$ cat config.mk
export PLATFORM = sky130hd
export DESIGN_NAME = sprite_frame_scheduler
export DESIGN_NICKNAME = d
export VERILOG_FILES = /design/src/rtl/disp_pkg.sv /design/src/rtl/sprite_frame_scheduler_rr_arbiter2.sv /design/src/rtl/sprite_frame_scheduler.sv
export SDC_FILE = /design/constraint.sdc
export NUM_CORES = 1
export LEC_CHECK = 0
export ABC_AREA = 1
export CELL_PAD_IN_SITES_DETAIL_PLACEMENT = 1
export CELL_PAD_IN_SITES_GLOBAL_PLACEMENT = 2
export CORE_ASPECT_RATIO = 0.75
export CORE_MARGIN = 3
export CORE_UTILIZATION = 33
export CTS_CLUSTER_SIZE = 40
export DETAILED_ROUTE_END_ITERATION = 16
export GPL_TIMING_DRIVEN = 0
export PLACE_DENSITY_LB_ADDON = 0.15
export SLEW_MARGIN = 10
export SYNTH_ARGS = -nofsm -noshare
export SYNTH_HDL_FRONTEND = slang
export SYNTH_SLANG_ARGS = --single-unit
export TNS_END_PERCENT = 20
$ cat constraint.sdc
create_clock -name clk_in -period 12.89 [get_ports clk_in]
set_clock_uncertainty 0.05 [all_clocks]
set_input_delay 3.867 -clock clk_in [delete_from_list [all_inputs] [get_ports clk_in]]
set_output_delay 3.867 -clock clk_in [all_outputs]
set_load 0.1 [all_outputs]
$ cat src/rtl/disp_pkg.sv
`default_nettype none
// ============================================================================
//  Package     : disp_pkg
//  Description : Shared types, widths and helpers for the sprite frame
//                scheduler (position structs, target select, clamp, box check).
//  Revision    : 1.0 - initial release
// ============================================================================
package disp_pkg;

  localparam int X_W         = 12;
  localparam int Y_W         = 11;
  localparam int FIELD_W_DEF = 960;
  localparam int FIELD_H_DEF = 640;

  typedef enum logic [1:0] {
    SEL_BOX_MIN = 2'd0,
    SEL_BOX_MAX = 2'd1,
    SEL_SABER   = 2'd2,
    SEL_RSVD    = 2'd3
  } sel_t;

  typedef struct packed {
    logic [X_W-1:0] x;
    logic [Y_W-1:0] y;
  } pos_t;

  typedef struct packed {
    pos_t box_min;
    pos_t box_max;
    pos_t saber;
  } sprite_set_t;

  // Saturate a raw coordinate pair onto the visible playfield.
  function automatic pos_t clamp_pos(input logic [X_W-1:0] x,
                                     input logic [Y_W-1:0] y,
                                     input logic [X_W-1:0] x_max,
                                     input logic [Y_W-1:0] y_max);
    pos_t p;
    p.x = (x > x_max) ? x_max : x;
    p.y = (y > y_max) ? y_max : y;
    return p;
  endfunction

  // A box whose max corner lies left of or above its min corner is malformed.
  function automatic logic box_bad(input sprite_set_t s);
    return (s.box_max.x < s.box_min.x) || (s.box_max.y < s.box_min.y);
  endfunction

endpackage
`default_nettype wire

$ cat src/rtl/sprite_frame_scheduler_rr_arbiter2.sv
`default_nettype none
// ============================================================================
//  Module      : rr_arbiter2
//  Description : Two-requester round-robin arbiter. A requester whose ack is
//                currently high is not eligible. The pointer flips only when
//                both requesters are eligible in the same cycle.
//  Revision    : 1.0 - initial release
// ============================================================================
module rr_arbiter2 (
  input  logic [1:0] req_i,    // bit 0 player, bit 1 opponent
  input  logic [1:0] busy_i,   // ack currently high for that requester
  input  logic       ptr_i,    // 0: player wins a contest, 1: opponent wins
  output logic [1:0] grant_o,  // one-hot or zero
  output logic       ptr_o     // pointer value for the next cycle
);

  logic [1:0] elig;

  assign elig = req_i & ~busy_i;

  // Grant the lone eligible requester, or the pointer's pick on a contest.
  always_comb begin
    grant_o = 2'b00;
    ptr_o   = ptr_i;
    if (elig == 2'b11) begin
      grant_o = ptr_i ? 2'b10 : 2'b01;
      ptr_o   = ~ptr_i;
    end else begin
      grant_o = elig;
    end
  end

endmodule
`default_nettype wire

$ cat src/rtl/sprite_frame_scheduler.sv
`default_nettype none
// ============================================================================
//  Module      : sprite_frame_scheduler
//  Description : Funnels player and opponent position updates through a
//                round-robin req/ack write port into a shadow bank, commits
//                the bank to the display registers on each new-frame strobe,
//                and tracks opponent link liveness.
//  Revision    : 1.0 - initial release
// ============================================================================
module sprite_frame_scheduler
  import disp_pkg::*;
#(
  parameter int FIELD_W      = FIELD_W_DEF,
  parameter int FIELD_H      = FIELD_H_DEF,
  parameter int STALE_FRAMES = 30
) (
  input  logic           clk_in,
  input  logic           rst_in,
  input  logic           nf_in,
  input  logic           p_req_in,
  input  logic [1:0]     p_sel_in,
  input  logic [X_W-1:0] p_x_in,
  input  logic [Y_W-1:0] p_y_in,
  output logic           p_ack_out,
  input  logic           o_req_in,
  input  logic [1:0]     o_sel_in,
  input  logic [X_W-1:0] o_x_in,
  input  logic [Y_W-1:0] o_y_in,
  output logic           o_ack_out,
  output logic [X_W-1:0] player_box_x_out,
  output logic [Y_W-1:0] player_box_y_out,
  output logic [X_W-1:0] player_box_xmax_out,
  output logic [Y_W-1:0] player_box_ymax_out,
  output logic [X_W-1:0] player_saber_x_out,
  output logic [Y_W-1:0] player_saber_y_out,
  output logic [X_W-1:0] opponent_box_x_out,
  output logic [Y_W-1:0] opponent_box_y_out,
  output logic [X_W-1:0] opponent_box_xmax_out,
  output logic [Y_W-1:0] opponent_box_ymax_out,
  output logic [X_W-1:0] opponent_saber_x_out,
  output logic [Y_W-1:0] opponent_saber_y_out,
  output logic           opp_valid_out,
  output logic           opp_stale_out,
  output logic           err_out
);

  localparam logic [X_W-1:0] X_MAX     = X_W'(FIELD_W - 1);
  localparam logic [Y_W-1:0] Y_MAX     = Y_W'(FIELD_H - 1);
  localparam logic [7:0]     STALE_MAX = 8'(STALE_FRAMES);

  logic        p_ack_q, o_ack_q;
  logic        ptr_q, ptr_d;
  logic [1:0]  grant;
  sprite_set_t p_shadow_q, p_shadow_d, o_shadow_q, o_shadow_d;
  sprite_set_t p_out_q, p_out_d, o_out_q, o_out_d;
  logic        err_q, err_d;
  logic        seen_q, seen_d;
  logic        o_wrote_q, o_wrote_d;
  logic [7:0]  stale_cnt_q, stale_cnt_d;
  logic        valid_q, valid_d;

  rr_arbiter2 u_arb (
    .req_i   ({o_req_in, p_req_in}),
    .busy_i  ({o_ack_q, p_ack_q}),
    .ptr_i   (ptr_q),
    .grant_o (grant),
    .ptr_o   (ptr_d)
  );

  // Frame commit first (from the pre-write shadow), then the granted write;
  // a write in the nf_in cycle therefore only reaches the next frame.
  always_comb begin
    p_shadow_d = p_shadow_q;
    o_shadow_d = o_shadow_q;
    p_out_d    = p_out_q;
    o_out_d    = o_out_q;
    err_d      = 1'b0;

    if (nf_in) begin
      p_out_d.saber = p_shadow_q.saber;
      o_out_d.saber = o_shadow_q.saber;
      if (box_bad(p_shadow_q)) begin
        err_d = 1'b1;
      end else begin
        p_out_d.box_min = p_shadow_q.box_min;
        p_out_d.box_max = p_shadow_q.box_max;
      end
      if (box_bad(o_shadow_q)) begin
        err_d = 1'b1;
      end else begin
        o_out_d.box_min = o_shadow_q.box_min;
        o_out_d.box_max = o_shadow_q.box_max;
      end
    end

    if (grant[0]) begin
      case (sel_t'(p_sel_in))
        SEL_BOX_MIN: p_shadow_d.box_min = clamp_pos(p_x_in, p_y_in, X_MAX, Y_MAX);
        SEL_BOX_MAX: p_shadow_d.box_max = clamp_pos(p_x_in, p_y_in, X_MAX, Y_MAX);
        SEL_SABER:   p_shadow_d.saber   = clamp_pos(p_x_in, p_y_in, X_MAX, Y_MAX);
        default:     err_d              = 1'b1;
      endcase
    end

    if (grant[1]) begin
      case (sel_t'(o_sel_in))
        SEL_BOX_MIN: o_shadow_d.box_min = clamp_pos(o_x_in, o_y_in, X_MAX, Y_MAX);
        SEL_BOX_MAX: o_shadow_d.box_max = clamp_pos(o_x_in, o_y_in, X_MAX, Y_MAX);
        SEL_SABER:   o_shadow_d.saber   = clamp_pos(o_x_in, o_y_in, X_MAX, Y_MAX);
        default:     err_d              = 1'b1;
      endcase
    end
  end

  // Opponent liveness: any granted opponent request counts as link activity;
  // one granted in the nf_in cycle counts toward the following frame.
  always_comb begin
    seen_d      = seen_q | grant[1];
    o_wrote_d   = o_wrote_q;
    stale_cnt_d = stale_cnt_q;
    valid_d     = valid_q;
    if (nf_in) begin
      o_wrote_d = 1'b0;
      if (o_wrote_q) begin
        stale_cnt_d = 8'd0;
      end else if (stale_cnt_q != STALE_MAX) begin
        stale_cnt_d = stale_cnt_q + 8'd1;
      end
      valid_d = seen_q & (stale_cnt_d != STALE_MAX);
    end
    if (grant[1]) begin
      o_wrote_d = 1'b1;
    end
  end

  // State registers, cleared asynchronously.
  always_ff @(posedge clk_in or posedge rst_in) begin
    if (rst_in) begin
      p_ack_q     <= 1'b0;
      o_ack_q     <= 1'b0;
      ptr_q       <= 1'b0;
      p_shadow_q  <= '0;
      o_shadow_q  <= '0;
      p_out_q     <= '0;
      o_out_q     <= '0;
      err_q       <= 1'b0;
      seen_q      <= 1'b0;
      o_wrote_q   <= 1'b0;
      stale_cnt_q <= 8'd0;
      valid_q     <= 1'b0;
    end else begin
      p_ack_q     <= grant[0];
      o_ack_q     <= grant[1];
      ptr_q       <= ptr_d;
      p_shadow_q  <= p_shadow_d;
      o_shadow_q  <= o_shadow_d;
      p_out_q     <= p_out_d;
      o_out_q     <= o_out_d;
      err_q       <= err_d;
      seen_q      <= seen_d;
      o_wrote_q   <= o_wrote_d;
      stale_cnt_q <= stale_cnt_d;
      valid_q     <= valid_d;
    end
  end

  assign p_ack_out             = p_ack_q;
  assign o_ack_out             = o_ack_q;
  assign err_out               = err_q;
  assign opp_valid_out         = valid_q;
  assign opp_stale_out         = (stale_cnt_q == STALE_MAX);
  assign player_box_x_out      = p_out_q.box_min.x;
  assign player_box_y_out      = p_out_q.box_min.y;
  assign player_box_xmax_out   = p_out_q.box_max.x;
  assign player_box_ymax_out   = p_out_q.box_max.y;
  assign player_saber_x_out    = p_out_q.saber.x;
  assign player_saber_y_out    = p_out_q.saber.y;
  assign opponent_box_x_out    = o_out_q.box_min.x;
  assign opponent_box_y_out    = o_out_q.box_min.y;
  assign opponent_box_xmax_out = o_out_q.box_max.x;
  assign opponent_box_ymax_out = o_out_q.box_max.y;
  assign opponent_saber_x_out  = o_out_q.saber.x;
  assign opponent_saber_y_out  = o_out_q.saber.y;

endmodule
`default_nettype wire
Word level (Yosys, flattened, before mapping)
Cells that the tools add are included.
Storage, ports and cells
  register bits after elaboration: 291
  input port bits: 55
Operators by class
  $add $sub $neg: 1
  order comparisons: 8
  equality and inequality tests: 8
  muxes and demuxes: 18
  bitwise gates (word level): 7
  reductions and logical operators: 15
Operators with widths (number)
  greater-than comparator 12 x 10 -> 1 bit (second input constant): 2
  less-than comparator 12 bit: 2
  2-to-1 mux 12 bit: 2
  2-to-1 mux 8 bit: 3
  greater-than comparator 11 x 10 -> 1 bit (second input constant): 2
  less-than comparator 11 bit: 2
  2-to-1 mux 11 bit: 2
  != test 8 x 5 -> 1 bit (second input constant): 2
  AND reduction 2 bit: 8
  2-to-1 mux 1 bit: 9
  adder 8 x 1 -> 8 bit (second input constant): 1
  equality test 8 x 5 -> 1 bit (second input constant): 1
  equality test 2 bit (second input constant): 3
  OR reduction 3 bit: 2
  equality test 2 x 1 -> 1 bit (second input constant): 2
  logical NOT 2 bit: 2
  2-to-1 mux 2 bit: 2
  NOT 1 bit: 3
  AND 2 bit: 1
  logical OR 1 bit: 2
  NOT 2 bit: 1
  nonzero test 2 bit: 1
  AND 1 bit: 1
  bitwise OR 1 bit: 1

Longest topological paths before layout
  word-level depth: 9
  depth in mapped cells: 13

Modules after synthesis
From an unflattened synthesis, not the netlist that was laid out.
Second synthesis, totals
  cell total of the unflattened synthesis: 1349
  area total of the unflattened synthesis: 12256.8 um^2
By module, submodules not included
  sprite_frame_scheduler: times used 1, cells each 1334, area an instance 12189.2 um^2, seq. area each 7282.0 um^2
  rr_arbiter2: times used 1, cells each 15, area an instance 67.6 um^2, seq. area each 0.0 um^2

Worst setup path before layout
OpenSTA, ideal clock, no wires.
  kind: flip-flop to output port
  start point: register stale_cnt_q[0]
  end point: output opp_stale_out
  data arrival time: 1666 ps
  setup slack: 7307 ps
  stages on the path, launching flop included: 7
  buffers on the path: 0
  cell sequence: dfrtp_1 > inv_1 > ha_1 > inv_1 > nor2_1 > nand2_1 > nor2_2
Between the ends
  longest elaborated chain between the ends: 1
Ends and longest elaborated chain
  from (decl): RTL line sprite_frame_scheduler.sv:59  | logic [7:0] stale_cnt_q, stale_cnt_d;
  from (signal assigned): RTL line sprite_frame_scheduler.sv:162  | stale_cnt_q <= stale_cnt_d;
  equality test 8 x 5 -> 1 bit: RTL line sprite_frame_scheduler.sv:171  | assign opp_stale_out = (stale_cnt_q == STALE_MAX);
  to (decl): RTL line sprite_frame_scheduler.sv:43  | output logic opp_stale_out,
No other way between the ends.

Worst setup path after layout
Same ends and word-level chain as after synthesis.

==> impl_metrics.json <==
{
  "hold_buffers_post_cts": 0,
  "hold_viol": 0,
  "drtIter0Drc": 479,
  "start_util_pct": 33.6,
  "io_buffers": 197,
  "drive_gt1_share_pct": 9.14,
  "final_number_of_max_transition_violations": 0,
  "clk_transition_reported_paths_ns": 0.07,
  "status": "completed",
  "vdd_drop_max_mv": 0.139,
  "global_route_wire_length_before_repair_um": 62300,
  "die_y_um": 175,
  "critPathLaunchType": "flip-flop",
  "synthTopCellsByArea": "sky130_fd_sc_hd__dfrtp_1 (58%), sky130_fd_sc_hd__nand2_1 (13%), sky130_fd_sc_hd__o21ai_0 (6.6%), sky130_fd_sc_hd__inv_1 (6.0%), sky130_fd_sc_hd__ha_1 (4.4%)",
  "endpoint_kind": "primary output",
  "postCtsSetupRepairBufs": 0,
  "grt-ovfl-total": 0,
  "route.final.wire_length_um": 39000,
  "max_clock_freq_ghz": 0.147,
  "tritoncts_num_sinks": 291,
  "yosys.cell_types.count": 31,
  "ctsRootBufferMaster": "sky130_fd_sc_hd__clkbuf_16",
  "avgViaCountPerCell": 4.66,
  "timing.final.crit_share_pct": 52.8,
  "combinational_family_with_the_most_area_after_synthesis": "simple AND/OR/NAND/NOR gates",
  "number_of_nets_in_the_layout": 1716,
  "setup_violations": 0,
  "worst_ep_arrival_time_ns": 2.89,
  "tightestPinTransition_ns": 1.09,
  "cts_max_level": 1,
  "largest_net_degree_at_the_start_of_global_routing": 91,
  "maximum_fanout_count_along_the_critical_path": 5,
  "max_cap_viol_count": 0,
  "launch_point_of_the_worst_hold_path": "p_shadow_q[68]",
  "ys_seq_area_share_pct": 58.1,
  "syn_area_per_cell_sq_um": 9.05,
  "ios": 198,
  "synth_xor_area_share_pct": 0.0699,
  "std_cell_core_area_sq_mm": 0.0372,
  "arithmetic_cell_share_of_the_synthesized_area_counting_full_adders_half_adders_and_majority_gates_pct": 4.39,
  "worstHoldEndpoint": "p_shadow_q[68]",
  "synth_top_cell_area_share_pct": 58.1,
  "syn_area_sq_mm": 0.0125,
  "cts_tree": "yes",
  "fin_crit_ns": 6.81,
  "route.detailed.wl_per_inst_um": 18.2,
  "die_w_um": 231,
  "final.setup.tns_ns": 0,
  "worst_hold_path_class": "flip-flop to flip-flop",
  "cts_resized": 0,
  "cellPowerDensity_mw_per_mm2": 276,
  "reg_to_reg_end": "opponent_box_x_out[2]",
  "dpl.hpwl_um": 29500,
  "power_mw": 4.51,
  "place_area_sq_mm": 0.0152,
  "synth_compound_gate_area_share_pct": 11.7,
  "drc_errors": 0,
  "post-route-cell-area_sq_mm": 0.0163,
  "maximum_clock_insertion_buffer_count": 3,
  "grt_antenna_before_repair": 0,
  "groute.usage.overall_pct": 19.7,
  "muxShareOfSynthArea_pct": 0,
  "route.vias.total": 10000,
  "number_of_warnings_printed_during_yosys_synthesis": 0,
  "ant_diodes": 0,
  "rrSetupSlack_ns": 10.64,
  "yosys.area.top_type": "sky130_fd_sc_hd__dfrtp_1",
  "first_pass_iters": 4,
  "netlist_instances": 1384,
  "fp.dieArea_sq_mm": 0.0404,
  "gp_routability_congestion": 0.782,
  "total_leakage_power_nw": 7.91,
  "std_cell_rows": 61,
  "yosys.area_share.simple_pct": 16.8,
  "numCtsBuffers": 31,
  "syn_to_final_growth_pct": 30.5,
  "synth_fp_nets": 1483,
  "min_delay_path_depth": 2,
  "grt_setup_unrepaired": "false",
  "r2r.worst_path.cells": 10,
  "reg2reg_from": "o_shadow_q[68]",
  "seqCellArea_sq_mm": 0.00728,
  "timing.slew.headroom_pct": 27.4,
  "fin_util_pct": 43.9,
  "worstPathRequired_ns": 8.97,
  "clock_latency_ns": 0.57,
  "path_class": "flip-flop to primary output",
  "filler_cell_count": 4389,
  "first_global_vias": 10600,
  "multi_input_comb_area_sq_mm": 0.00414,
  "synth.ff_latch_count": 291,
  "drtAntennaViolNets": 0
}
==> layout make-up <==
type	count	share of cell area, %
Clock inverter	20	1.62
Timing Repair Buffer	200	12.6
Buffer	51	1.97
Multi-Input combinational cell	834	25.3
Sequential cell	291	44.5
Inverter	208	4.87
Clock buffer	38	5.27
Tap cell	504	3.86
==> registers in the layout, summed over array words and instances (netlist names), 8 cells and up <==
signal	cells
player_saber_y_out	11
opponent_saber_x_out	12
opponent_box_xmax_out	12
player_box_x_out	12
player_saber_x_out	12
stale_cnt_q	8
player_box_xmax_out	12
o_shadow_q	69
opponent_box_y_out	11
player_box_y_out	11
p_shadow_q	69
player_box_ymax_out	11
opponent_box_ymax_out	11
opponent_box_x_out	12
opponent_saber_y_out	11
==> cell usage in the layout (no fill, tap or decap), types with 4 or more instances in the layout <==
cell type	n
sky130_fd_sc_hd__nand3_4	4
sky130_fd_sc_hd__clkbuf_8	6
sky130_fd_sc_hd__inv_2	5
sky130_fd_sc_hd__buf_2	14
sky130_fd_sc_hd__o21ai_0	166
sky130_fd_sc_hd__nand2_1	440
sky130_fd_sc_hd__a21oi_1	18
sky130_fd_sc_hd__or2_2	12
sky130_fd_sc_hd__ha_1	44
sky130_fd_sc_hd__buf_6	12
sky130_fd_sc_hd__inv_1	199
sky130_fd_sc_hd__clkbuf_16	31
sky130_fd_sc_hd__dfrtp_1	291
sky130_fd_sc_hd__buf_4	6
sky130_fd_sc_hd__nand4_1	4
sky130_fd_sc_hd__clkinv_2	9
sky130_fd_sc_hd__bufinv_16	6
sky130_fd_sc_hd__nand2_2	5
sky130_fd_sc_hd__nand3_1	17
sky130_fd_sc_hd__o21ai_2	20
sky130_fd_sc_hd__nor2_1	28
sky130_fd_sc_hd__clkbuf_1	20
sky130_fd_sc_hd__o21ai_1	62
sky130_fd_sc_hd__clkdlybuf4s50_1	197
==> kinds of logic after synthesis <==
family | count (synthesis)
simple gates | 517
xor+xnor | 1
compound gates | 272
buf+inv | 259
fa+ha+maj | 44
flops | 291
==> where the power goes <==
group          switching [mW]  internal (mW)  leakage [nW]
clock                   0.394          0.595         0.556
sequential              0.151           1.19          3.62
combinational            1.67          0.508          3.74
total                    2.22           2.30          7.91
==> how the worst max path moves through the flow <==
stage	end	cells after the start	startpoint	slack, ns
after detailed placement	opp_stale_out	7	stale_cnt_q[0]	6.65
after floorplan	err_out	1	rst_in	0.94
final	opp_stale_out	7	stale_cnt_q[0]	6.08
after CTS	opp_stale_out	7	stale_cnt_q[0]	6.03
after global routing	opp_stale_out	7	stale_cnt_q[0]	5.86
after global placement	opponent_saber_y_out[3]	2	rst_in	-3.37
==> cell usage after synthesis, drive strengths merged <==
library cell and count:
nor2 31, o21a 1, dfrtp 291, or2 12
and2 1, nand2 445, clkbuf 19, a21oi 18
o21ai 248, o22ai 2, nand3 22, xnor2 1
a21o 1, ha 44, a41oi 2, buf 32
inv 208, nor3 2, nand4 4
==> metrics by stage <==
step / worst slack, ns / hold slack (ns) / cells
global route: 5.86 / 0.444 / 2146
CTS: 6.03 / 0.422 / 2146
global placement: -3.37 / 0.398 / 2085
finish: 6.08 / 0.417 / 2146
detailed placement: 6.65 / 0.404 / 2088
floorplan: 0.939 / 0.386 / 1384
==> routing by layer <==
layer | part of all wire (%) | vias up | track usage (%) | wire length (um)
met2 | 43 | 150 | 29.5 | 16700
met3 | 4.1 | 38 | 3.57 | 1620
li1 | - | 4790 | - | -
met1 | 52 | 5023 | 30.3 | 20100
met5 | 0 | - | 0 | 0
met4 | 1.4 | 0 | 3.02 | 543
==> worst max-delay path, stage by stage (launching register included) <==
cell and delay (ns):
sky130_fd_sc_hd__dfrtp_1 0.42, sky130_fd_sc_hd__inv_1 0.12, sky130_fd_sc_hd__ha_1 0.15, sky130_fd_sc_hd__inv_1 0.03, sky130_fd_sc_hd__nor2_1 0.15, sky130_fd_sc_hd__nand2_1 0.09, sky130_fd_sc_hd__nor2_2 0.19, sky130_fd_sc_hd__clkdlybuf4s50_1 1.17
Note: power is estimated with default switching activity, not from simulation.
